===== src/rtl/cowboy_hit_detect.sv =====
// -----------------------------------------------------------------------------
// cowboy_hit_detect
//
// Purpose:
//   Once per video frame, checks whether the alien laser box overlaps the
//   cowboy hitbox. Each overlap that is counted costs the cowboy one life.
//   When the last life is lost, the sticky game-over flag GG is raised. The
//   laser, alien and cowboy motion blocks watch GG and freeze while it is set.
//   Only Reset clears GG.
//
// Optional feature (macro COWBOY_HIT_INVULN_EN):
//   Defined     : after a non-fatal hit the block enters a Cooldown state
//                 that lasts Invuln_Frames frames. Hits are ignored during
//                 Cooldown, and Hit_Flash blinks from bit 2 of the frame
//                 countdown.
//   Not defined : a non-fatal hit returns straight to Play. Only the re-arm
//                 flag limits repeat hits, and Hit_Flash is tied low.
//
// Ports:
//   Clk              in   50 MHz system clock
//   Reset            in   synchronous, active-high reset
//   frame_clk        in   ~60 Hz frame strobe (vs from the VGA controller)
//   LaserX, LaserY   in   [9:0] laser top-left corner, unsigned
//   CowboyX, CowboyY in   [9:0] cowboy top-left corner, unsigned
//   GG               out  game over, sticky until Reset
//   Lives            out  [2:0] remaining lives
//   HitPulse         out  one-Clk pulse per counted hit
//   Hit_Flash        out  sprite blink enable for the renderer
// -----------------------------------------------------------------------------
module cowboy_hit_detect #(
  parameter logic [9:0] LaserW        = 10'd4,
  parameter logic [9:0] LaserH        = 10'd8,
  parameter logic [9:0] CowboyW       = 10'd32,
  parameter logic [9:0] CowboyH       = 10'd48,
  parameter logic [9:0] Screen_Y_Max  = 10'd480,
  parameter logic [2:0] Lives_Init    = 3'd3,
  parameter logic [7:0] Invuln_Frames = 8'd60
) (
  input  logic       Clk,
  input  logic       Reset,
  input  logic       frame_clk,
  input  logic [9:0] LaserX,
  input  logic [9:0] LaserY,
  input  logic [9:0] CowboyX,
  input  logic [9:0] CowboyY,
  output logic       GG,
  output logic [2:0] Lives,
  output logic       HitPulse,
  output logic       Hit_Flash
);

  typedef enum logic [1:0] {
    ST_PLAY     = 2'd0,
    ST_COOLDOWN = 2'd1,
    ST_DEAD     = 2'd2
  } state_t;

  // Frame strobe edge detection. Game logic advances only when
  // frame_clk_rising_edge_q is high.
  logic frame_clk_delayed_q;
  logic frame_clk_rising_edge_q;

  // Game state registers and their next-state values.
  state_t     state_q,     state_d;
  logic [2:0] lives_q,     lives_d;
  logic       armed_q,     armed_d;
  logic       gg_q,        gg_d;
  logic       hit_pulse_q, hit_pulse_d;
  logic       hit_flash_q, hit_flash_d;
  logic       hit_counted;

`ifdef COWBOY_HIT_INVULN_EN
  logic [7:0] icount_q, icount_d;
`else
  // Without the invulnerability window the frame count has no consumer.
  // Reducing it here keeps that explicit.
  logic unused_invuln_frames;
  assign unused_invuln_frames = ^Invuln_Frames;
`endif

  // ---------------------------------------------------------------------------
  // Overlap test.
  // Every operand is zero-extended to 11 bits, so X+W and Y+H near the
  // 1023 limit cannot wrap and cause a false negative. All comparisons are
  // strict, so boxes whose edges only touch do not overlap.
  // ---------------------------------------------------------------------------
  logic [10:0] laser_x_w, laser_y_w, cowboy_x_w, cowboy_y_w;
  logic [10:0] laser_x_end, laser_y_end, cowboy_x_end, cowboy_y_end;
  logic        laser_on_screen;
  logic        overlap;

  assign laser_x_w    = {1'b0, LaserX};
  assign laser_y_w    = {1'b0, LaserY};
  assign cowboy_x_w   = {1'b0, CowboyX};
  assign cowboy_y_w   = {1'b0, CowboyY};
  assign laser_x_end  = laser_x_w  + {1'b0, LaserW};
  assign laser_y_end  = laser_y_w  + {1'b0, LaserH};
  assign cowboy_x_end = cowboy_x_w + {1'b0, CowboyW};
  assign cowboy_y_end = cowboy_y_w + {1'b0, CowboyH};

  assign laser_on_screen = laser_y_w < {1'b0, Screen_Y_Max};

  assign overlap = laser_on_screen
                 && (laser_x_w  < cowboy_x_end) && (cowboy_x_w < laser_x_end)
                 && (laser_y_w  < cowboy_y_end) && (cowboy_y_w < laser_y_end);

  // ---------------------------------------------------------------------------
  // Next-state logic. Nothing changes except on a frame edge, and
  // HitPulse drops back to 0 on every other cycle.
  // ---------------------------------------------------------------------------
  always_comb begin
    state_d     = state_q;
    lives_d     = lives_q;
    armed_d     = armed_q;
    gg_d        = gg_q;
    hit_pulse_d = 1'b0;
    hit_counted = 1'b0;
`ifdef COWBOY_HIT_INVULN_EN
    icount_d    = icount_q;
`endif

    if (frame_clk_rising_edge_q) begin
      unique case (state_q)
        ST_PLAY: begin
          if (overlap && armed_q) begin
            hit_counted = 1'b1;
            hit_pulse_d = 1'b1;
            lives_d     = (lives_q == 3'd0) ? 3'd0 : lives_q - 3'd1;
            if (lives_q <= 3'd1) begin
              state_d = ST_DEAD;
              gg_d    = 1'b1;
            end else begin
`ifdef COWBOY_HIT_INVULN_EN
              state_d  = ST_COOLDOWN;
              icount_d = Invuln_Frames;
`else
              state_d  = ST_PLAY;
`endif
            end
          end
        end

        ST_COOLDOWN: begin
`ifdef COWBOY_HIT_INVULN_EN
          // The count is at most 1 on the last Cooldown frame. With a
          // zero-length window the count starts at 0, so Cooldown still
          // lasts one frame and the count never wraps.
          icount_d = (icount_q == 8'd0) ? 8'd0 : icount_q - 8'd1;
          if (icount_q <= 8'd1) begin
            state_d = ST_PLAY;
          end
`else
          state_d = ST_PLAY;
`endif
        end

        ST_DEAD: begin
          lives_d = 3'd0;
          gg_d    = 1'b1;
        end

        default: begin
          state_d = ST_PLAY;
        end
      endcase

      // Re-arm: a counted hit disarms. The first clear frame re-arms, and
      // that happens in every state, including Cooldown.
      if (hit_counted) begin
        armed_d = 1'b0;
      end else if (!overlap) begin
        armed_d = 1'b1;
      end
    end

    // The blink is decoded from next-state values, so the registered
    // flash lines up with the state/Icount registers.
`ifdef COWBOY_HIT_INVULN_EN
    hit_flash_d = (state_d == ST_COOLDOWN) && icount_d[2];
`else
    hit_flash_d = 1'b0;
`endif
  end

  // ---------------------------------------------------------------------------
  // State registers. Reset takes priority over a coincident frame edge.
  // ---------------------------------------------------------------------------
  always_ff @(posedge Clk) begin
    if (Reset) begin
      frame_clk_delayed_q     <= 1'b0;
      frame_clk_rising_edge_q <= 1'b0;
      state_q                 <= ST_PLAY;
      lives_q                 <= Lives_Init;
      armed_q                 <= 1'b1;
      gg_q                    <= 1'b0;
      hit_pulse_q             <= 1'b0;
      hit_flash_q             <= 1'b0;
`ifdef COWBOY_HIT_INVULN_EN
      icount_q                <= 8'd0;
`endif
    end else begin
      frame_clk_delayed_q     <= frame_clk;
      frame_clk_rising_edge_q <= frame_clk & ~frame_clk_delayed_q;
      state_q                 <= state_d;
      lives_q                 <= lives_d;
      armed_q                 <= armed_d;
      gg_q                    <= gg_d;
      hit_pulse_q             <= hit_pulse_d;
      hit_flash_q             <= hit_flash_d;
`ifdef COWBOY_HIT_INVULN_EN
      icount_q                <= icount_d;
`endif
    end
  end

  assign GG        = gg_q;
  assign Lives     = lives_q;
  assign HitPulse  = hit_pulse_q;
  assign Hit_Flash = hit_flash_q;

endmodule


===== config.mk =====
export PLATFORM = sky130hd
export DESIGN_NAME = cowboy_hit_detect
export DESIGN_NICKNAME = d
export VERILOG_FILES = /design/src/rtl/cowboy_hit_detect.sv
export SDC_FILE = /design/constraint.sdc
export NUM_CORES = 1
export LEC_CHECK = 0
export ABC_AREA = 0
export ABC_CLOCK_PERIOD_IN_PS = 5700
export CAP_MARGIN = 40
export CELL_PAD_IN_SITES_DETAIL_PLACEMENT = 2
export CELL_PAD_IN_SITES_GLOBAL_PLACEMENT = 2
export CORE_ASPECT_RATIO = 1.4
export CORE_MARGIN = 2
export CORE_UTILIZATION = 30
export DETAILED_ROUTE_END_ITERATION = 16
export GPL_TIMING_DRIVEN = 0
export PLACE_DENSITY = 0.87
export SYNTH_ARGS = -nofsm -noshare
export SYNTH_HDL_FRONTEND = slang
export SYNTH_SLANG_ARGS = --single-unit

===== constraint.sdc =====
create_clock -name Clk -period 5.7 [get_ports Clk]
set_clock_uncertainty 0.2 [all_clocks]
set_input_delay 1.14 -clock Clk [delete_from_list [all_inputs] [get_ports Clk]]
set_output_delay 1.14 -clock Clk [all_outputs]
set_load 0.01 [all_outputs]

==> results of run 1 <==
-- layout make-up --
class | count | area [sq um]
timing repair buffer | 46 | 460
clock buffer | 4 | 45.0
multi-input combinational | 169 | 1390
inverter | 21 | 78.8
tap | 68 | 85.1
sequential | 9 | 180
fill | 642 | 3190
buffer | 3 | 15.0
-- synthesized netlist by cell type, types with 2 or more instances --
cell and number:
a21oi_1 10, nor3b_1 2, and3_1 5, nand4_1 5
a211oi_1 4, a31oi_1 2, o21ai_0 8, dfxtp_1 9
nor3_1 2, inv_1 21, xor2_1 13, a211o_1 2
nor2_1 8, ha_1 42, nor2b_1 4, nand2_1 9
nand3b_1 2, nand2b_1 4, a2111oi_2 2, and4_4 2
and4_1 2, a21o_1 3, clkbuf_1 2, xnor2_1 5
nand3_1 13
-- per-layer routing --
layer | vias up | routed length, um
met5 | - | 0
met4 | 0 | 24
met3 | 2 | 129
met2 | 33 | 2740
met1 | 823 | 2000
li1 | 838 | -
-- report_power, final --
group	total, uW	switching (uW)	leakage [uW]	internal (uW)
clock network	75.9	27.0	0.0000228	48.9
logic	136	66.7	0.000883	69.5
registers	66.1	1.51	0.0000733	64.6
-- registers in the layout (all words and copies together), names as in the netlist --
signal / count
frame_clk_delayed_q: 1
HitPulse: 1
state_q: 1
armed_q: 1
Lives: 3
GG: 1
frame_clk_rising_edge_q: 1
-- path summary, 6_finish.rpt --
kind,to,slack [ns],depth (start not counted)
worst min-delay path,frame_clk_rising_edge_q,0.19,1
worst max register to register,Lives[1],3.89,4
worst min register to register,frame_clk_rising_edge_q,0.19,1
worst max-delay path,Lives[1],1.27,12
-- worst register-to-register path: cells and delay by family, from the launching register on --
family / cells / cell delay (ns)
AOI/OAI and AO/OA: 1 / 0.34
and+or+nand+nor: 3 / 0.72
DFF: 1 / 0.44
-- through the flow --
step	std cells	power, uW	hold WS (ns)
after detailed placement	316	205	0.181
after CTS	320	283	0.192
final	320	278	0.188
after global routing	320	301	0.206
after floorplan	202	141	0.167
after global placement	316	199	0.175
-- kinds of logic (layout without fill, tap and decap cells) --
logic type / count (synthesis) / count (layout)
flops: 9 / 9
fa+ha+maj: 42 / 42
xor+xnor: 18 / 18
other cells: 1 / 1
buf+inv: 24 / 74
compound gates: 41 / 41
simple gates: 67 / 67
==> impl_metrics.csv, run 1 <==
group,metric,value,unit
cts,clk_latency,0.23,ns
synth,synth-main-ff-cell,"dfxtp_1",
placed_design,gp_congestion,0.702,
cts,cts.clk_slew.worst_paths,0.05,ns
synth,syn-mean-instance-area,8.26,sq um
synth,yosys.area.top_type,"ha_1",
placed_design,dp_slack,1.05,ns
detailed_routing,wl,4.89,mm
global_routing,grt_pass1_wl,8.16,mm
synth,async_reset_ff_share,0,%
global_routing,grt_pass1_vias,1849,
synth,synth-compound-area-share,17.1,%
cts,clockBufferDepth,2,
cts,cts_tree,"done",
setup_path,crit_chain,"clkdlybuf4s50_1, ha_1, nand3_1, xor2_1, ha_1, and4_1, a211o_1, a211oi_1, o211ai_1, nor4_4, nand3b_1, a311o_1",
global_routing,met2_usage,33.3,%
floorplan,coreArea,5450,sq um
synth,netlist_instances,202,
power_and_ir_drop,leakage,0.000979,uW
placed_design,hpwl,4.18,mm
synth,synthMuxAreaShare,0,%
global_routing,grt.overflow.total,0,
detailed_routing,vias,1696,
setup_path,critical_path_class,"primary input to register",
setup_path,cp_num_buf_inv,1,
synth,synth_xor_area_share,9.45,%
synth,synth_top_area_share,31.5,%
cts,cts_hold_buf,0,
global_routing,grt_util_all_layers,16.5,%
floorplan,ioPinCount,49,
synth,synth.distinct_cells,46,
global_routing,grt_max_degree,10,
timing,finalCriticalPeriod,4.43,ns
detailed_routing,drc,0,
synth,synthTopCellsByArea,"ha_1 (32%), dfxtp_1 (11%), xor2_1 (6.8%), inv_1 (4.7%), nand3_1 (3.9%)",
synth,synth_edf_count,0,
floorplan,die_x,67.0,um
synth,ys.warnings.count,0,
power_and_ir_drop,p_per_area,123,nW/um^2
setup_path,cp.required,5.62,ns
setup_path,cp_max_fo,7,
timing,slew_violations,0,
floorplan,rows,32,
final_layout,drive_gt1_share,5.95,%
worst_hold_path,hp-start,"frame_clk_delayed_q",
global_routing,busiest_layer,"met2",
cts,clkSinkCount,9,
floorplan,initial_core_util,30.6,%
worst_hold_path,min_path_type,"register to register",
timing,setup_slack,1.27,ns
timing,hold_viol_final,0,
run_status,outcome,"completed",
job,max_cap_viol_count,0,
final_layout,antennaDiodeCount,0,
setup_path,critPathLaunch,"LaserY[3]",
final_layout,final_util,41.5,%
setup_path,arrival,4.35,ns
synth,synth_top_family_by_area,"adder cells",
setup_path,cp-start-kind,"primary input",
global_routing,gr-usage-met3,0.736,%
final_layout,final_cell_area,2260,sq um
timing,grt_setup_unrepaired,"no",
timing,period_share,77.7,%
placed_design,placed_area,2210,sq um
detailed_routing,via_per_inst,5.30,
synth,syn_area,1670,sq um
timing,max_freq,226,MHz
setup_path,critPathMaxStageDelay,0.63,ns
detailed_routing,drtPass1Iterations,4,
setup_path,critical_path.top_delay_family,"compound AO/OA/AOI/OAI gates",
floorplan,dieArea,6180,sq um
global_routing,grtUsageMet1,18.2,%
synth,synth_adder_area_share,31.5,%
cts,cts_root_buf,"clkbuf_8",
setup_path,crit_path_top_delay_cell,"clkdlybuf4s50_1",
floorplan,die_h,92.2,um
power_and_ir_drop,max-vdd-ir-drop,57.7,uV
final_layout,final_common_cell,"clkdlybuf4s50_1",
timing,setup_violations,0,
setup_path,end_kind,"register",
synth,ys_seq_area_share,10.8,%
detailed_routing,ant_nets,0,
cts,cts_max_level,1,
timing,tns,0,ns
final_layout,layout_common_cells,"clkdlybuf4s50_1 (46), ha_1 (42), inv_1 (21)",
placed_design,port_buffers,46,
cts,post_cts.repair.setup_buffers,0,
synth,yosys.area_share.simple,25.3,%
cts,cts_buffers,3,
final_layout,final_nets,338,
cts,ctsResizeCount,0,
setup_path,r2r_start,"frame_clk_rising_edge_q",
detailed_routing,drtIter0Drc,17,
setup_path,crit_path_frequent_cell,"ha_1",
synth,syn_nets,287,
global_routing,antenna_found_initial,0,
final_layout,area_growth,35.4,%
synth,ys_ff_latch,9,
detailed_routing,wl_per_cell,15.3,um
Power figures use the tool's default switching activity.
==> run 2, diff against run 1 <==
--- a/config.mk
+++ b/config.mk
@@ -6,16 +6,16 @@
 export NUM_CORES = 1
 export LEC_CHECK = 0
 export ABC_AREA = 0
-export ABC_CLOCK_PERIOD_IN_PS = 5700
+export ABC_CLOCK_PERIOD_IN_PS = 4200
 export CAP_MARGIN = 40
 export CELL_PAD_IN_SITES_DETAIL_PLACEMENT = 2
 export CELL_PAD_IN_SITES_GLOBAL_PLACEMENT = 2
 export CORE_ASPECT_RATIO = 1.4
 export CORE_MARGIN = 2
-export CORE_UTILIZATION = 30
+export CORE_UTILIZATION = 27
 export DETAILED_ROUTE_END_ITERATION = 16
 export GPL_TIMING_DRIVEN = 0
-export PLACE_DENSITY = 0.87
+export PLACE_DENSITY = 0.79
 export SYNTH_ARGS = -nofsm -noshare
 export SYNTH_HDL_FRONTEND = slang
 export SYNTH_SLANG_ARGS = --single-unit
==> constraint.sdc (replaced) <==
create_clock -name Clk -period 4.2 [get_ports Clk]
set_clock_uncertainty 0.2 [all_clocks]
set_input_delay 0.84 -clock Clk [delete_from_list [all_inputs] [get_ports Clk]]
set_output_delay 0.84 -clock Clk [all_outputs]
set_load 0.01 [all_outputs]
==> run 2 against run 1 <==
Sequential cell count did not move. Total power rose by 35%. Non-clock buffer count rose by 1. Critical path depth rose by 1. Critical path type unchanged. Largest power group unchanged.
==> impl_metrics.csv, run 2 (synthesized netlist as in run 1, its figures left out) <==
group,metric,value,unit
placed_design,gp_congestion,0.754,
job,max_cap_viol_count,0,
final_layout,layout_common_cells,"clkdlybuf4s50_1 (45), ha_1 (41), inv_1 (21)",
setup_path,cp_max_fo,7,
cts,cts_root_buf,"clkbuf_8",
power_and_ir_drop,switching_power,128,uW
power_and_ir_drop,p_per_area,165,nW/um^2
global_routing,grt_util_all_layers,15.3,%
detailed_routing,drtPass1Iterations,3,
power_and_ir_drop,max-vdd-ir-drop,72.7,uV
timing,worst_slew_pin_slew,0.512,ns
timing,grt_setup_unrepaired,"yes",
global_routing,antenna_found_initial,0,
cts,clk_latency,0.23,ns
timing,setup_violations,0,
timing,slew_violations,0,
global_routing,grt_pass1_wl,8.65,mm
detailed_routing,drc,0,
placed_design,hpwl,4.34,mm
final_layout,fill_cells,684,
timing,slew_headroom,65.8,%
floorplan,coreArea,5900,sq um
final_layout,drive_gt1_share,7.11,%
cts,cts_buffers,3,
power_and_ir_drop,power,376,uW
timing,max_freq,244,MHz
power_and_ir_drop,combPwrFrac,49.8,%
global_routing,grt.overflow.total,0,
detailed_routing,ant_nets,0,
placed_design,dp_slack,-0.243,ns
floorplan,dieArea,6830,sq um
floorplan,die_x,70.4,um
cts,cts_tree,"done",
final_layout,largest_reg_flops,3,
final_layout,area_growth,36.6,%
timing,finalCriticalPeriod,4.10,ns
power_and_ir_drop,seq_power_share,23.9,%
floorplan,initial_core_util,28.2,%
final_layout,regArea,180,sq um
cts,cts.clk_slew.worst_paths,0.04,ns
final_layout,final_nets,339,
floorplan,rows,33,
setup_path,cp.required,4.11,ns
power_and_ir_drop,leakage,0.000996,uW
detailed_routing,vias,1697,
timing,hold_viol_final,0,
final_layout,final_util,38.6,%
cts,clkSinkCount,9,
timing,period_share,97.6,%
cts,cts_max_level,1,
floorplan,ioPinCount,49,
detailed_routing,wl,5.13,mm
final_layout,final_common_cell,"clkdlybuf4s50_1",
setup_path,end_kind,"register",
worst_hold_path,min_path_type,"register to register",
detailed_routing,wl_per_cell,15.9,um
timing,tns,0,ns
detailed_routing,via_per_inst,5.25,
floorplan,die_h,97.0,um
setup_path,critical_path_class,"primary input to register",
detailed_routing,drtIter0Drc,8,
setup_path,cp-start-kind,"primary input",
placed_design,port_buffers,46,
power_and_ir_drop,internal_power,248,uW
final_layout,antennaDiodeCount,0,
placed_design,placed_area,2220,sq um
power_and_ir_drop,clkPwrFrac,26.3,%
global_routing,grt_pass1_vias,1937,
cts,clockBufferDepth,2,
run_status,outcome,"completed",
setup_path,arrival,4.01,ns
power_and_ir_drop,switching_share,34.0,%
timing,setup_slack,0.101,ns
final_layout,multiInputGateArea,1400,sq um
final_layout,final_cell_area,2280,sq um
global_routing,grt_max_degree,10,
[run 2: per-layer routing]
metal	wire, um	global-route usage (%)	vias up
li1	-	-	841
met1	1900	15.0	819
met2	3020	32.9	35
met3	188	1.25	2
met4	28	3.11	0
met5	0	0	-
[run 2: power groups by stage]
stage          Combinational, uW  Sequential (uW)  Clock [uW]
3_3_place_gp                 181             91.3           0
4_1_cts                      191             90.0         101
3_5_place_dp                 190             91.4           0
6_report                     187             90.0        99.1
2_1_floorplan                100             90.9           0
5_1_grt                      214             90.2         106
[run 2: worst paths after layout]
kind	to	slack [ns]	cells past startpoint	startpoint
max reg2reg	Lives[1]	2.37	5	frame_clk_rising_edge_q
min	frame_clk_rising_edge_q	0.19	1	frame_clk_delayed_q
max	Lives[1]	0.10	13	LaserX[3]
min reg2reg	frame_clk_rising_edge_q	0.19	1	frame_clk_delayed_q
[run 2: final cells by class]
| type | instances | area share, % |
|---|---|---|
| inverters | 21 | 3.46 |
| repair buffers | 47 | 20.6 |
| plain buffers | 3 | 0.659 |
| well taps | 70 | 3.84 |
| multi-input cells | 169 | 61.5 |
| clock buffers | 4 | 1.98 |
| flip-flops and latches | 9 | 7.91 |
[run 2: metrics by stage]
stage / hold WS (ns) / cells
final: 0.192 / 323
after global routing: 0.216 / 323
after CTS: 0.197 / 322
after detailed placement: 0.189 / 318
after global placement: 0.182 / 318
after floorplan: 0.167 / 202
[run 2: repair_timing]
item | CTS | global route
gates resized for setup | 0 | 3
hold endpoints to repair | 0 | 0
setup buffers | 0 | 1
endpoints found under the setup margin | 0 | 3
hold buffers | 0 | 0
[run 2: worst max-delay path, cell delays in order]
cell and delay (ns):
clkdlybuf4s50_1 0.57, ha_2 0.28, nand3_1 0.10, xor2_1 0.17
ha_1 0.30, a21o_1 0.19, a21o_1 0.17, a211oi_1 0.34
o211ai_1 0.24, nor4_4 0.19, buf_4 0.20, nand3b_1 0.08
a311o_1 0.32
